`config.mk`:
```
export PLATFORM = sky130hd
export DESIGN_NAME = reset_sequencer_flat
export DESIGN_NICKNAME = d
export VERILOG_FILES = /design/src/rtl/reset_sequencer_if.sv /design/src/rtl/reset_sequencer.sv /design/src/flat_wrapper.sv
export SDC_FILE = /design/constraint.sdc
export NUM_CORES = 1
export LEC_CHECK = 0
export ABC_CLOCK_PERIOD_IN_PS = 2200
export BUFFER_PORTS_ARGS = -buffer_cell sky130_fd_sc_hd__buf_2
export CAP_MARGIN = 30
export CELL_PAD_IN_SITES_DETAIL_PLACEMENT = 0
export CELL_PAD_IN_SITES_GLOBAL_PLACEMENT = 1
export CORE_AREA = 2 2 52 54
export CTS_CLUSTER_DIAMETER = 40
export CTS_CLUSTER_SIZE = 16
export DETAILED_ROUTE_END_ITERATION = 16
export DIE_AREA = 0 0 54 56
export PLACE_DENSITY = 0.75
export SLEW_MARGIN = 25
export SYNTH_ARGS = -nofsm -noshare
export SYNTH_HDL_FRONTEND = slang
export SYNTH_SLANG_ARGS = --single-unit
export TNS_END_PERCENT = 50
```
`constraint.sdc`:
```
create_clock -name clk_i -period 2.2 [get_ports clk_i]
set_input_delay 0.33 -clock clk_i [delete_from_list [all_inputs] [get_ports clk_i]]
set_output_delay 0.33 -clock clk_i [all_outputs]
set_load 0.02 [all_outputs]
```
`src/rtl/reset_sequencer_if.sv`:
```
// Control/status bundle between the CRG delay generator, software and the reset sequencer.
// The slave modport is the sequencer side; master is the driver/observer side.
interface reset_sequencer_if #(
  parameter int NUM_DOMAINS = 4
);
  logic                   ready_i;
  logic                   sw_rst_i;
  logic [NUM_DOMAINS-1:0] ack_i;
  logic [NUM_DOMAINS-1:0] rst_no;
  logic                   busy_o;
  logic                   done_o;
  logic                   err_o;

  modport master (
    output ready_i, sw_rst_i, ack_i,
    input  rst_no, busy_o, done_o, err_o
  );

  modport slave (
    input  ready_i, sw_rst_i, ack_i,
    output rst_no, busy_o, done_o, err_o
  );
endinterface

```
`src/rtl/reset_sequencer.sv`:
```
// Releases active-low domain resets in order, GAP_CYCLES apart, once clocks are stable.
// Define RESET_SEQ_ACK_EN to wait for a per-domain ack (with timeout) between releases.
module reset_sequencer #(
  parameter int NUM_DOMAINS = 4,
  parameter int GAP_CYCLES  = 16,
  parameter int ACK_TIMEOUT = 255
) (
  input logic              clk_i,
  input logic              srst_i,
  reset_sequencer_if.slave bus
);
  localparam int MAXC = (GAP_CYCLES > ACK_TIMEOUT) ?
                        GAP_CYCLES : ACK_TIMEOUT;
  localparam int CW = $clog2(MAXC + 1);
  localparam int IW = $clog2(NUM_DOMAINS + 1);

  localparam logic [CW-1:0] GAP_LAST = CW'(GAP_CYCLES - 1);
  localparam logic [IW-1:0] IDX_LAST = IW'(NUM_DOMAINS - 1);
  localparam logic [NUM_DOMAINS-1:0] ONE = NUM_DOMAINS'(1);

  localparam logic [2:0] ST_IDLE   = 3'd0;
  localparam logic [2:0] ST_GAP    = 3'd1;
  localparam logic [2:0] ST_DONE   = 3'd3;
  localparam logic [2:0] ST_ASSERT = 3'd4;
`ifdef RESET_SEQ_ACK_EN
  localparam logic [2:0] ST_ACK    = 3'd2;
  localparam logic [CW-1:0] ACK_LAST = CW'(ACK_TIMEOUT - 1);
`endif

  logic [2:0]             state_q, state_d;
  logic [CW-1:0]          cnt_q, cnt_d;
  logic [IW-1:0]          idx_q, idx_d;
  logic [NUM_DOMAINS-1:0] rst_q, rst_d;
  logic                   busy_q, busy_d;
  logic                   done_q, done_d;
  logic                   sw_ok;

`ifdef RESET_SEQ_ACK_EN
  logic                   err_q, err_d;
  logic [NUM_DOMAINS-1:0] last_rel;

  // Releases are thermometer coded, so the top set bit is the latest domain.
  assign last_rel = rst_q & ~(rst_q >> 1);
  assign sw_ok    = (state_q == ST_GAP) || (state_q == ST_ACK) ||
                    (state_q == ST_DONE);
`else
  logic unused_ack;

  assign unused_ack = ^bus.ack_i;
  assign sw_ok      = (state_q == ST_GAP) || (state_q == ST_DONE);
`endif

  always_comb begin
    state_d = state_q;
    cnt_d   = cnt_q + 1'b1;
    idx_d   = idx_q;
    rst_d   = rst_q;
    busy_d  = busy_q;
    done_d  = done_q;
`ifdef RESET_SEQ_ACK_EN
    err_d   = err_q;
`endif
    if (state_q != ST_IDLE && !bus.ready_i) begin
      state_d = ST_IDLE;
      cnt_d   = '0;
      idx_d   = '0;
      rst_d   = '0;
      busy_d  = 1'b0;
      done_d  = 1'b0;
    end else if (bus.sw_rst_i && sw_ok) begin
      state_d = ST_ASSERT;
      cnt_d   = '0;
      idx_d   = '0;
      rst_d   = '0;
      busy_d  = 1'b1;
      done_d  = 1'b0;
`ifdef RESET_SEQ_ACK_EN
      err_d   = 1'b0;
`endif
    end else begin
      case (state_q)
        ST_IDLE: begin
          cnt_d = '0;
          idx_d = '0;
          rst_d = '0;
          if (bus.ready_i) begin
            state_d = ST_GAP;
            busy_d  = 1'b1;
          end
        end
        ST_GAP: begin
          if (cnt_q == GAP_LAST) begin
            cnt_d = '0;
            rst_d = (rst_q << 1) | ONE;
            idx_d = idx_q + 1'b1;
            if (idx_q == IDX_LAST) begin
              state_d = ST_DONE;
              busy_d  = 1'b0;
              done_d  = 1'b1;
            end
`ifdef RESET_SEQ_ACK_EN
            else state_d = ST_ACK;
`endif
          end
        end
`ifdef RESET_SEQ_ACK_EN
        ST_ACK: begin
          if (|(bus.ack_i & last_rel)) begin
            state_d = ST_GAP;
            cnt_d   = '0;
          end else if (cnt_q == ACK_LAST) begin
            state_d = ST_GAP;
            cnt_d   = '0;
            err_d   = 1'b1;
          end
        end
`endif
        ST_DONE: cnt_d = '0;
        ST_ASSERT: begin
          if (cnt_q == GAP_LAST) begin
            state_d = ST_IDLE;
            cnt_d   = '0;
            busy_d  = 1'b0;
          end
        end
        default: begin
          state_d = ST_IDLE;
          cnt_d   = '0;
          idx_d   = '0;
          rst_d   = '0;
          busy_d  = 1'b0;
          done_d  = 1'b0;
        end
      endcase
    end
  end

  always_ff @(posedge clk_i) begin
    if (srst_i) begin
      state_q <= ST_IDLE;
      cnt_q   <= '0;
      idx_q   <= '0;
      rst_q   <= '0;
      busy_q  <= 1'b0;
      done_q  <= 1'b0;
`ifdef RESET_SEQ_ACK_EN
      err_q   <= 1'b0;
`endif
    end else begin
      state_q <= state_d;
      cnt_q   <= cnt_d;
      idx_q   <= idx_d;
      rst_q   <= rst_d;
      busy_q  <= busy_d;
      done_q  <= done_d;
`ifdef RESET_SEQ_ACK_EN
      err_q   <= err_d;
`endif
    end
  end

  assign bus.rst_no = rst_q;
  assign bus.busy_o = busy_q;
  assign bus.done_o = done_q;
`ifdef RESET_SEQ_ACK_EN
  assign bus.err_o  = err_q;
`else
  assign bus.err_o  = 1'b0;
`endif
endmodule

```
`src/flat_wrapper.sv`:
```
// flat-port wrapper written by rule: the top's interface ports become plain ports
module reset_sequencer_flat 
#(
  parameter int NUM_DOMAINS = 4,
  parameter int GAP_CYCLES  = 16,
  parameter int ACK_TIMEOUT = 255
)
  (clk_i, srst_i, bus_ready_i, bus_sw_rst_i, bus_ack_i, bus_rst_no, bus_busy_o, bus_done_o, bus_err_o);
  reset_sequencer_if #(.NUM_DOMAINS(NUM_DOMAINS)) bus_i ();
  input logic clk_i;
  input logic srst_i;
  input wire logic [$bits(bus_i.ready_i)-1:0] bus_ready_i;
  input wire logic [$bits(bus_i.sw_rst_i)-1:0] bus_sw_rst_i;
  input wire logic [$bits(bus_i.ack_i)-1:0] bus_ack_i;
  output wire logic [$bits(bus_i.rst_no)-1:0] bus_rst_no;
  output wire logic [$bits(bus_i.busy_o)-1:0] bus_busy_o;
  output wire logic [$bits(bus_i.done_o)-1:0] bus_done_o;
  output wire logic [$bits(bus_i.err_o)-1:0] bus_err_o;
  assign bus_i.ready_i = bus_ready_i;
  assign bus_i.sw_rst_i = bus_sw_rst_i;
  assign bus_i.ack_i = bus_ack_i;
  assign bus_rst_no = bus_i.rst_no;
  assign bus_busy_o = bus_i.busy_o;
  assign bus_done_o = bus_i.done_o;
  assign bus_err_o = bus_i.err_o;
  reset_sequencer #(.NUM_DOMAINS(NUM_DOMAINS), .GAP_CYCLES(GAP_CYCLES), .ACK_TIMEOUT(ACK_TIMEOUT)) u_core (.clk_i(clk_i), .srst_i(srst_i), .bus(bus_i));
endmodule
```
==> results.md <==
Final layout:
- The number of nets in the final layout is 126.
- The antenna cell count is 0.
- Of the cells placed in the final design, the portion with a size suffix greater than 1 is 17.5%.
- The area overhead of the layout relative to synthesis is 12.3%.

Detailed routing:
- The number of routed nets with antenna violations is 0.
- After detailed routing, the total wire length is 1580 µm.
- The ratio of routed vias to standard cells is 5.08.
- The first routing iteration left 7 violations.
- The first TritonRoute pass finished after 4 iterations.
- The total via count after detailed routing is 731.
- The wire length per cell after detailed routing is approximately 11 µm.
- The residual DRC count is 0.

Timing:
- Timing would allow up to 590 MHz.
- The post-route clock period utilization is 77.1%.
- On the final layout, the worst clock skew is 0.0136 ns.
- Setup repair after global routing left no endpoint under its margin.
- The worst path needs ~1.7 ns of the cycle, external delays included.
- The number of slew-limit violations in the final report was 0.
- The worst hold slack after final layout is between 0.3 and 0.4 ns.
- Setup total negative slack on the finished layout was measured at 0 ns.
- The final-report hold violation count was 0.
- The number of endpoints failing setup at the final stage is 0.

Floorplan:
- The die is roughly 56 µm tall.
- The die extent in x is 54 µm.
- The placeable core area is 2430 µm².
- The cell row count is 18.
- The area of the die is 3020 µm².
- The I/O pin total is 15.
- The effective utilization at floorplan is 38.6%.

Setup path:
- Walking the worst path, the cells encountered are or4_4, nor2_4, a311oi_2, mux2_2.
- Broken down by cell family, the worst path's largest delay share belongs to simple AND/OR/NAND/NOR gates.
- The type of the worst setup path is reg -> reg.
- The signal arrival time at the worst endpoint is 1.90 ns.
- The nature of the critical path startpoint is a register.
- The required time at the worst-slack endpoint is 2.41 ns.
- The slowest cell on the critical path is sky130_fd_sc_hd__or4_4.
- The count of buffering cells on the critical path with inverters included is 0.
- Along the worst path, the maximum fanout reaches 6.
- For this run, the slowest stage of the critical path takes 0.57 ns.
- STA classifies the critical path endpoint as a register.

Clocking:
- After clock tree synthesis, the setup repair step added 0 buffers.
- The count of instances resized after the clock tree is built is 0.
- The clock drives 20 sinks.
- The count of H-tree levels built during CTS is 1.
- The cell chosen for the clock root is sky130_fd_sc_hd__clkbuf_4.
- Counting along the longest clock path gives a buffer depth of 2.
- The total CTS buffers is 3.
- The clock transition at the registers of the reported paths is roughly 0.12 ns.
- The number of hold buffers added after CTS is 0.
- The clock insertion delay at the later pin of the skew report is roughly 0.3 ns.
- TritonCTS built the clock tree.

Flow run:
- The max capacitance violation total is 0.

Global route:
- The number of antenna violations at the first check in global routing came to 0.
- The first global-routing pass estimated 2680 µm of wire.
- The global routing usage summed across all routing layers is 11.6%.
- The maximum number of pins on one net before global-route repair is 17.
- For this run the aggregate overflow at the end of global routing stands at 0.
- The via count of the first global-routing pass is between 600 and 700.

Logic synthesis:
- The multiplexer share of the synthesized area is under 10%.
- Summing the areas of all fa, ha and maj instances in the mapped netlist gives 4.00% of the synthesized area.
- The fraction of the mapped netlist area in compound gates is 18.9%.
- By area, the combinational part of the netlist is dominated by simple AND/OR/NAND/NOR gates.
- The number of different library cells in the post-synthesis netlist is 33.
- After Yosys synthesis, XOR and XNOR cells account for ~6.5% of the synthesized area.
- Counting every net in the synthesized netlist gives 116.
- Yosys printed 0 warnings.
- Summing the areas of all and, or, nand and nor instances in the mapped netlist gives 20.9% of the synthesized area.
- In this run, synthesis produced a sequential element count of 20.
- Summing every instance area after synthesis gives ~940 µm².
- A synthesized cell averages between 8 and 9 µm².
- Of the synthesized area, sequential elements account for 42.7%.
- The number of instances in the synthesized netlist is 105.

Hold path:
- The min-delay analysis places its worst path in the category in -> reg.

Outcome:
- The run finished with clean final reports.

Placed design:
- Routability-driven placement finished with a final weighted congestion of 0.784.
- During placement, the flow inserted port buffers numbering 9.
- The half-perimeter wire length after placement is around 1200 µm.

Pwr:
- The peak supply drop is 0.000699 V.
- The power per unit of standard cell area is between 700 and 800 nW/µm².
- The leakage dissipation is 0.000412 µW.
metal layers:
| layer | global-route usage (%) | vias up | wire length, µm |
|---|---|---|---|
| met5 | 0 | - | 0 |
| met4 | 2.14 | 0 | 14 |
| met3 | 4.84 | 2 | 64 |
| met2 | 17.9 | 10 | 724 |
| met1 | 15.0 | 335 | 775 |
| li1 | - | 384 | - |
final cells by class:
class,count,area (µm²)
Sequential cell,20,400
Fill cell,252,1380
Clock inverter,1,30.0
Clock buffer,3,22.5
Inverter,6,22.5
Tap cell,30,37.5
Timing Repair Buffer,10,52.6
Multi-Input combinational cell,74,488
per-stage QoR:
stage | total power (µW) | area, µm² | util, % | cells | setup WS [ns]
6_report | 773 | 1050 | 43.3 | 144 | 0.505
5_1_grt | 815 | 1050 | 43.3 | 144 | 0.314
4_1_cts | 784 | 1050 | 43.3 | 144 | 0.494
3_5_place_dp | 488 | 1000 | 41.2 | 140 | 0.513
3_3_place_gp | 487 | 1000 | 41.2 | 140 | 0.523
2_1_floorplan | 464 | 938 | - | 105 | 0.654
Yosys cell counts (all sizes together):
library cell | count | area (µm²)
o221ai | 1 | 8.76
o2bb2ai | 1 | 8.76
or4 | 1 | 11.3
nand4 | 1 | 12.5
clkbuf | 2 | 7.51
o21ai | 3 | 15.0
inv | 6 | 22.5
ha | 3 | 37.5
a32oi | 2 | 17.5
xor2 | 3 | 26.3
a21o | 1 | 7.51
nor2 | 16 | 67.6
o22a | 1 | 8.76
a21boi | 1 | 7.51
or2 | 1 | 6.26
nor2b | 2 | 12.5
nor3 | 5 | 25.0
a311oi | 1 | 15.0
buf | 3 | 20.0
xnor2 | 4 | 35.0
o21bai | 1 | 7.51
and4 | 1 | 8.76
nand3 | 3 | 15.0
nand2b | 3 | 18.8
a211oi | 1 | 7.51
mux2 | 1 | 11.3
dfxtp | 20 | 400
a22o | 5 | 43.8
a21oi | 6 | 30.0
nand2 | 5 | 18.8
conb | 1 | 3.75
logic make-up (layout without fill, tap and decap cells):
kind of cell	count (synthesis)	in the layout
simple gates	38	38
other cells	1	1
xor+xnor	7	7
compound gates	24	24
buf+inv	11	20
mux	1	1
flops	20	20
fa+ha+maj	3	3
power breakdown:
part	leakage [µW]	total (µW)	switching (µW)	internal (µW)
Sequential	0.000162	392	19.5	372
Combinational	0.000222	86.1	48.7	37.4
Clock	0.0000279	295	111	184
Total	0.000412	773	179	594
worst paths after layout:
| kind | startpoint | slack, ns | end | cells past startpoint |
|---|---|---|---|---|
| hold reg to reg | u_core.cnt_q[0] | 0.47 | u_core.cnt_q[0] | 1 |
| setup / recovery | u_core.cnt_q[4] | 0.50 | u_core.idx_q[0] | 4 |
| hold / removal | srst_i | 0.39 | u_core.state_q[2] | 4 |
| setup reg to reg | u_core.cnt_q[4] | 0.50 | u_core.idx_q[0] | 4 |
worst reg2reg max path, stage by stage (launching register included):
cell and delay (ns):
sky130_fd_sc_hd__dfxtp_1 0.37, sky130_fd_sc_hd__or4_4 0.57, sky130_fd_sc_hd__nor2_4 0.16, sky130_fd_sc_hd__a311oi_2 0.20
sky130_fd_sc_hd__mux2_2 0.30
cell usage in the layout (no fill, tap or decap), types with 2 or more instances in the layout:
cell type                  Yosys  layout
sky130_fd_sc_hd__a21oi_1       6       6
sky130_fd_sc_hd__a22o_1        5       5
sky130_fd_sc_hd__a32oi_1       2       2
sky130_fd_sc_hd__buf_2         1       9
sky130_fd_sc_hd__clkbuf_4      0       3
sky130_fd_sc_hd__dfxtp_1      20      20
sky130_fd_sc_hd__ha_1          3       3
sky130_fd_sc_hd__inv_1         6       6
sky130_fd_sc_hd__nand2_1       5       5
sky130_fd_sc_hd__nand2b_1      3       3
sky130_fd_sc_hd__nand3_1       3       3
sky130_fd_sc_hd__nor2_1       15      15
sky130_fd_sc_hd__nor2b_1       2       2
sky130_fd_sc_hd__nor3_1        5       5
sky130_fd_sc_hd__o21ai_0       3       3
sky130_fd_sc_hd__xnor2_1       4       4
sky130_fd_sc_hd__xor2_1        3       3
state kept, by name (all words and copies together) (netlist names):
register / count
u_core.cnt_q: 8
u_core.idx_q: 3
u_core.bus.done_o: 1
u_core.bus.rst_no: 4
u_core.state_q: 3
u_core.bus.busy_o: 1
Power figures use the tool's default switching activity.
